`config.mk`:
```
export PLATFORM = sky130hd
export DESIGN_NAME = alu_mc
export DESIGN_NICKNAME = d
export VERILOG_FILES = /design/src/rtl/alu_mc.sv
export SDC_FILE = /design/constraint.sdc
export NUM_CORES = 1
export LEC_CHECK = 0
export BUFFER_PORTS_ARGS = -buffer_cell sky130_fd_sc_hd__clkbuf_2
export CAP_MARGIN = 20
export CORE_MARGIN = 4
export CORE_UTILIZATION = 55
export CTS_BUF_LIST = sky130_fd_sc_hd__clkbuf_8
export DETAILED_ROUTE_END_ITERATION = 16
export PLACE_DENSITY = 0.74
export SYNTH_ARGS = -nofsm -noshare
export SYNTH_HDL_FRONTEND = slang
export SYNTH_SLANG_ARGS = --single-unit
```
`constraint.sdc`:
```
create_clock -name clk -period 3 [get_ports clk]
set_clock_uncertainty 0.15 [all_clocks]
set_input_delay 0.45 -clock clk [delete_from_list [all_inputs] [get_ports clk]]
set_output_delay 0.45 -clock clk [all_outputs]
set_load 0.005 [all_outputs]
```
`src/rtl/alu_mc.sv`:
```
// Multi-cycle ALU: registered result with carry/zero flags, single-cycle logic ops,
// and iterative shift-add multiply and variable shifts handled by a two-state FSM.
module alu_mc #(
    parameter int WIDTH = 8,
    parameter int CW    = $clog2(WIDTH)
) (
    input  logic             clk,
    input  logic             rst,
    input  logic             start,
    input  logic [3:0]       opcode,
    input  logic [WIDTH-1:0] A,
    input  logic [WIDTH-1:0] B,
    output logic             busy,
    output logic             done,
    output logic [WIDTH-1:0] Y,
    output logic             carry,
    output logic             zero
);

    localparam logic [3:0] OP_ADD  = 4'b0000;
    localparam logic [3:0] OP_SUB  = 4'b0001;
    localparam logic [3:0] OP_AND  = 4'b0010;
    localparam logic [3:0] OP_OR   = 4'b0011;
    localparam logic [3:0] OP_XOR  = 4'b0100;
    localparam logic [3:0] OP_SHL1 = 4'b0101;
    localparam logic [3:0] OP_SHR1 = 4'b0110;
    localparam logic [3:0] OP_SHL4 = 4'b0111;
    localparam logic [3:0] OP_ROL  = 4'b1000;
    localparam logic [3:0] OP_ROR  = 4'b1001;
    localparam logic [3:0] OP_DEC  = 4'b1010;
    localparam logic [3:0] OP_INV  = 4'b1011;
    localparam logic [3:0] OP_CLR  = 4'b1100;
    localparam logic [3:0] OP_MUL  = 4'b1101;
    localparam logic [3:0] OP_SHLV = 4'b1110;
    localparam logic [3:0] OP_SHRV = 4'b1111;

    typedef enum logic {IDLE, RUN} state_t;

    state_t               state;
    logic [3:0]           opreg;
    logic [WIDTH-1:0]     mcand;
    logic [2*WIDTH-1:0]   prod;
    logic [WIDTH-1:0]     sreg;
    logic [CW-1:0]        cnt;

    logic [WIDTH:0]       sum;
    logic [WIDTH-1:0]     res;
    logic                 cout;
    logic                 iterstart;

    logic [WIDTH:0]       msum;
    logic [2*WIDTH-1:0]   prodnext;
    logic [WIDTH-1:0]     shnext;
    logic                 shiftout;
    logic [WIDTH-1:0]     itery;
    logic                 iterc;

    // Single-cycle result straight from the live inputs; a zero-count shift passes A through.
    always_comb begin
        sum  = {1'b0, A} + {1'b0, B};
        res  = '0;
        cout = 1'b0;
        case (opcode)
            OP_ADD:  begin res = sum[WIDTH-1:0];            cout = sum[WIDTH];   end
            OP_SUB:  begin res = A - B;                     cout = (A < B);      end
            OP_AND:  res = A & B;
            OP_OR:   res = A | B;
            OP_XOR:  res = A ^ B;
            OP_SHL1: begin res = {A[WIDTH-2:0], 1'b0};      cout = A[WIDTH-1];   end
            OP_SHR1: begin res = {1'b0, A[WIDTH-1:1]};      cout = A[0];         end
            OP_SHL4: res = A << 4;
            OP_ROL:  begin res = {A[WIDTH-2:0], A[WIDTH-1]}; cout = A[WIDTH-1];  end
            OP_ROR:  begin res = {A[0], A[WIDTH-1:1]};      cout = A[0];         end
            OP_DEC:  begin res = A - WIDTH'(1);             cout = (A == '0);    end
            OP_INV:  res = ~A;
            OP_CLR:  res = '0;
            OP_SHLV, OP_SHRV: res = A;
            default: res = '0;
        endcase
    end

    assign iterstart = (opcode == OP_MUL) ||
                       (((opcode == OP_SHLV) || (opcode == OP_SHRV)) && (B[CW-1:0] != '0));

    // Multiplier: add multiplicand into the upper half when the low bit is set, then shift right.
    always_comb begin
        msum     = {1'b0, prod[2*WIDTH-1:WIDTH]} + (prod[0] ? {1'b0, mcand} : '0);
        prodnext = {msum, prod[WIDTH-1:1]};
        if (opreg == OP_SHLV) begin
            shnext   = {sreg[WIDTH-2:0], 1'b0};
            shiftout = sreg[WIDTH-1];
        end else begin
            shnext   = {1'b0, sreg[WIDTH-1:1]};
            shiftout = sreg[0];
        end
        if (opreg == OP_MUL) begin
            itery = prodnext[WIDTH-1:0];
            iterc = |prodnext[2*WIDTH-1:WIDTH];
        end else begin
            itery = shnext;
            iterc = shiftout;
        end
    end

    always_ff @(posedge clk or posedge rst) begin
        if (rst) begin
            state <= IDLE;
            busy  <= 1'b0;
            done  <= 1'b0;
            Y     <= '0;
            carry <= 1'b0;
            zero  <= 1'b0;
            opreg <= '0;
            mcand <= '0;
            prod  <= '0;
            sreg  <= '0;
            cnt   <= '0;
        end else begin
            done <= 1'b0;
            case (state)
                IDLE: begin
                    if (start) begin
                        if (iterstart) begin
                            opreg <= opcode;
                            mcand <= A;
                            prod  <= {{WIDTH{1'b0}}, B};
                            sreg  <= A;
                            cnt   <= (opcode == OP_MUL) ? CW'(WIDTH - 1) : B[CW-1:0] - CW'(1);
                            busy  <= 1'b1;
                            state <= RUN;
                        end else begin
                            Y     <= res;
                            carry <= cout;
                            zero  <= (res == '0);
                            done  <= 1'b1;
                        end
                    end
                end
                RUN: begin
                    prod <= prodnext;
                    sreg <= shnext;
                    if (cnt == '0) begin
                        Y     <= itery;
                        carry <= iterc;
                        zero  <= (itery == '0);
                        done  <= 1'b1;
                        busy  <= 1'b0;
                        state <= IDLE;
                    end else begin
                        cnt <= cnt - CW'(1);
                    end
                end
                default: state <= IDLE;
            endcase
        end
    end

endmodule

```
==> reports/metrics.csv <==
metric;value;unit
status;finished, violations left;
failing checks;setup timing;
Final Hold Vio Count;0;
Slew @ Worst Pin;0.762;ns
RSZ-0062 raised after global routing;yes;
Leak;2.47;nW
Largest stage delay, worst path;0.45;ns
Finish-stage setup viols;1;
crit path cell chain;and2_1 > ha_2 > inv_1 > fa_2 > nand2b_4 > a21oi_4 > o31a_1 > a21oi_1 > or4_1 > or4_1 > a221o_1;
cell mode on critical path;or4_1;
floorplan row count;32;
synth warn;0;
deepest clock path buffer count;2;
hold path start;Y[0];
Cell Pwr Density;658;nW/um2
Tot GR Track Use;0.304;
Routed WL per cell;19.8;um
critical path data required time;3.04;ns
Switch Pwr;1.49;mW
CTS buffer count;5;
Clk pwr share;0.121;
number of DRC markers in iteration 0;324;
Synth Register Bits;52;
CP Max Fanout;3;
drt pass-1 iters;5;
VDD IR-drop max;437;uV
synthesized area per cell;8.24;um2
Starting Density;0.575;
Slew HR;0.488;
Post-synth ARST share;1.00;
clock root cell;clkbuf_8;
setup bufs post-CTS;0;
CP max stage cell;or4_1;
Syn Nets;614;
final cell count without fillers;722;
final period utilization;1.00;
Hold WS;0.329;ns
Critical Path Sink Type;flop;
antenna diode instance count;0;
Via density;6.35;
min cycle time layout;3.01;ns
Routed Antenna Nets;0;
clock sink count;52;
setup slack after layout;-0.00655;ns
max_cap viols;0;
synthesized area;4530;um2
setup TNS;-0.00655;ns
Post-synth EDFFs;0;
Final Wtd Congestion;0.952;
FILL cells;662;
ranking of synthesized cells by area;dfrtp_1 (29%), ha_1 (10%), nand2_1 (5.5%);
logic gate share of total power;0.533;
via count of the first global-routing pass;4425;
Top Family by Delay on Critical Path;simple AND/OR/NAND/NOR gates;
initial antenna violation count;0;
WP data arrival;3.05;ns
Total Power;3.46;mW
dpl hpwl;11200;um
Switching Fraction;0.431;
Final Routed Wirelength;14300;um
crit path launch type;flop;
critical path launch point;prod[0];
Mapped Cells;550;
total core area;7890;um2
count leader, synth;nand2_1;
Area growth syn-to-layout;16.0;%
first-pass GRT wire length;23800;um
Setup WS pre-CTS;-0.142;ns
Post-synth top cells;nand2_1 (67), dfrtp_1 (52), o21ai_0 (45);
share of the synthesized area in the top cell type;0.287;
Final Core Density;0.667;
sequential share of the synthesized area;0.287;
dpl cells;713;
Hold Path Class;reg -> reg;
WP buf/inv;1;
die area;9760;um2
largest net degree at the start of global routing;42;
dominant cell type by area after synthesis;dfrtp_1;
Clk pin slew, worst setup/hold paths;0.10;ns
clk_lat worst skew;0.31;ns
drt drc;0;
fin. max-slew vios;0;
Synth cell types;70;
Overflow after GRT;0;
placed cell areas;5130;um2
sequential share of power;0.345;
nets;683;
DIE WIDTH;98.8;um
Boundary Pins;35;
WS Path Type;reg -> reg;
maximum clock rate;0.333;GHz
reg2reg start;prod[0];
I/O Buffers;34;
H-tree lvl count;2;
CTS tree;yes;
Main synth FF type;dfrtp_1;
overall die height;98.8;um
vias after detailed routing;4582;
share of layout cells above drive strength 1;0.211;
post-route cell area;5260;um2
Int Pwr;1.97;mW
-- state kept, by name, summed over array words and instances (netlist names), 3 cells and up --
signal,count
prod,16
opreg,4
Y,8
cnt,3
mcand,8
sreg,8
-- logic make-up (layout without fill, tap and decap cells) --
logic type | after synthesis | after routing | share of synthesized area
AND/OR/NAND/NOR | 183 | 183 | 0.197
flip-flops | 52 | 52 | 0.287
buffers and inverters | 66 | 136 | 0.0615
multiplexers | 25 | 25 | 0.0610
adder cells (fa/ha/maj) | 41 | 41 | 0.118
XOR/XNOR | 11 | 11 | 0.0213
AO/OA/AOI/OAI | 172 | 172 | 0.254
-- metal layers --
| layer | up-vias | GRT usage | part of all wire |
|---|---|---|---|
| li1 | 2136 | - | - |
| met3 | 42 | 0.0552 | 0.095 |
| met1 | 2146 | 0.449 | 0.44 |
| met2 | 258 | 0.457 | 0.44 |
| met5 | - | 0 | 0 |
| met4 | 0 | 0.0840 | 0.032 |
-- power by group through the flow --
stage	sequential, mW	clock, mW	combinational, mW
after floorplan	1.16	0	1.25
after global placement	1.19	0	1.74
after detailed placement	1.20	0	1.80
after CTS	1.19	0.425	1.82
after global routing	1.23	0.461	2.09
final	1.20	0.419	1.84
-- path summary, 6_finish.rpt --
kind,to,slack [ns],depth (start not counted)
max,carry,-0.007,11
min,Y[0],0.33,2
max reg2reg,carry,-0.007,11
min reg2reg,Y[0],0.33,2
max in group asynchronous,prod[14],1.56,4
min in group asynchronous,cnt[1],0.50,3
-- worst register-to-register path, delay by kind of cell (launching register included) --
kind	cells	cell delay (ns)
simple gates	4	1.14
flops	1	0.35
fa+ha+maj	2	0.52
compound gates	4	0.69
buf+inv	1	0.05
-- cell type report --
cell class	count	area, um2	share of cell area
Multi-Input combinational cell	432	2980	0.567
Sequential cell	52	1300	0.247
Timing Repair Buffer	95	631	0.120
Tap cell	102	128	0.0243
Inverter	33	124	0.0235
Clock buffer	6	82.6	0.0157
Clock inverter	2	11.3	0.00214
-- what timing repair did --
action | in CTS | in global routing
endpoints found under the setup margin | 1 | 2
gates cloned | 0 | 0
resized for setup | 4 | 1
hold endpoints to repair | 15 | 0
pin swaps | 2 | 3
hold buffers | 1 | 0
-- layout by cell type, fill, tap and decap left out, drive strengths merged, types with 7 or more instances in the layout --
master and instances:
a21oi 36, nand2 67, xnor2 11, nor3 11, buf 60, nand3 14
o211ai 12, mux2 11, clkbuf 40, nand2b 9, dfrtp 52, nor2 35
and2 8, o21ai 48, mux2i 13, nor2b 7, ha 38, inv 33
o21a 8
Power figures use the tool's default switching activity.
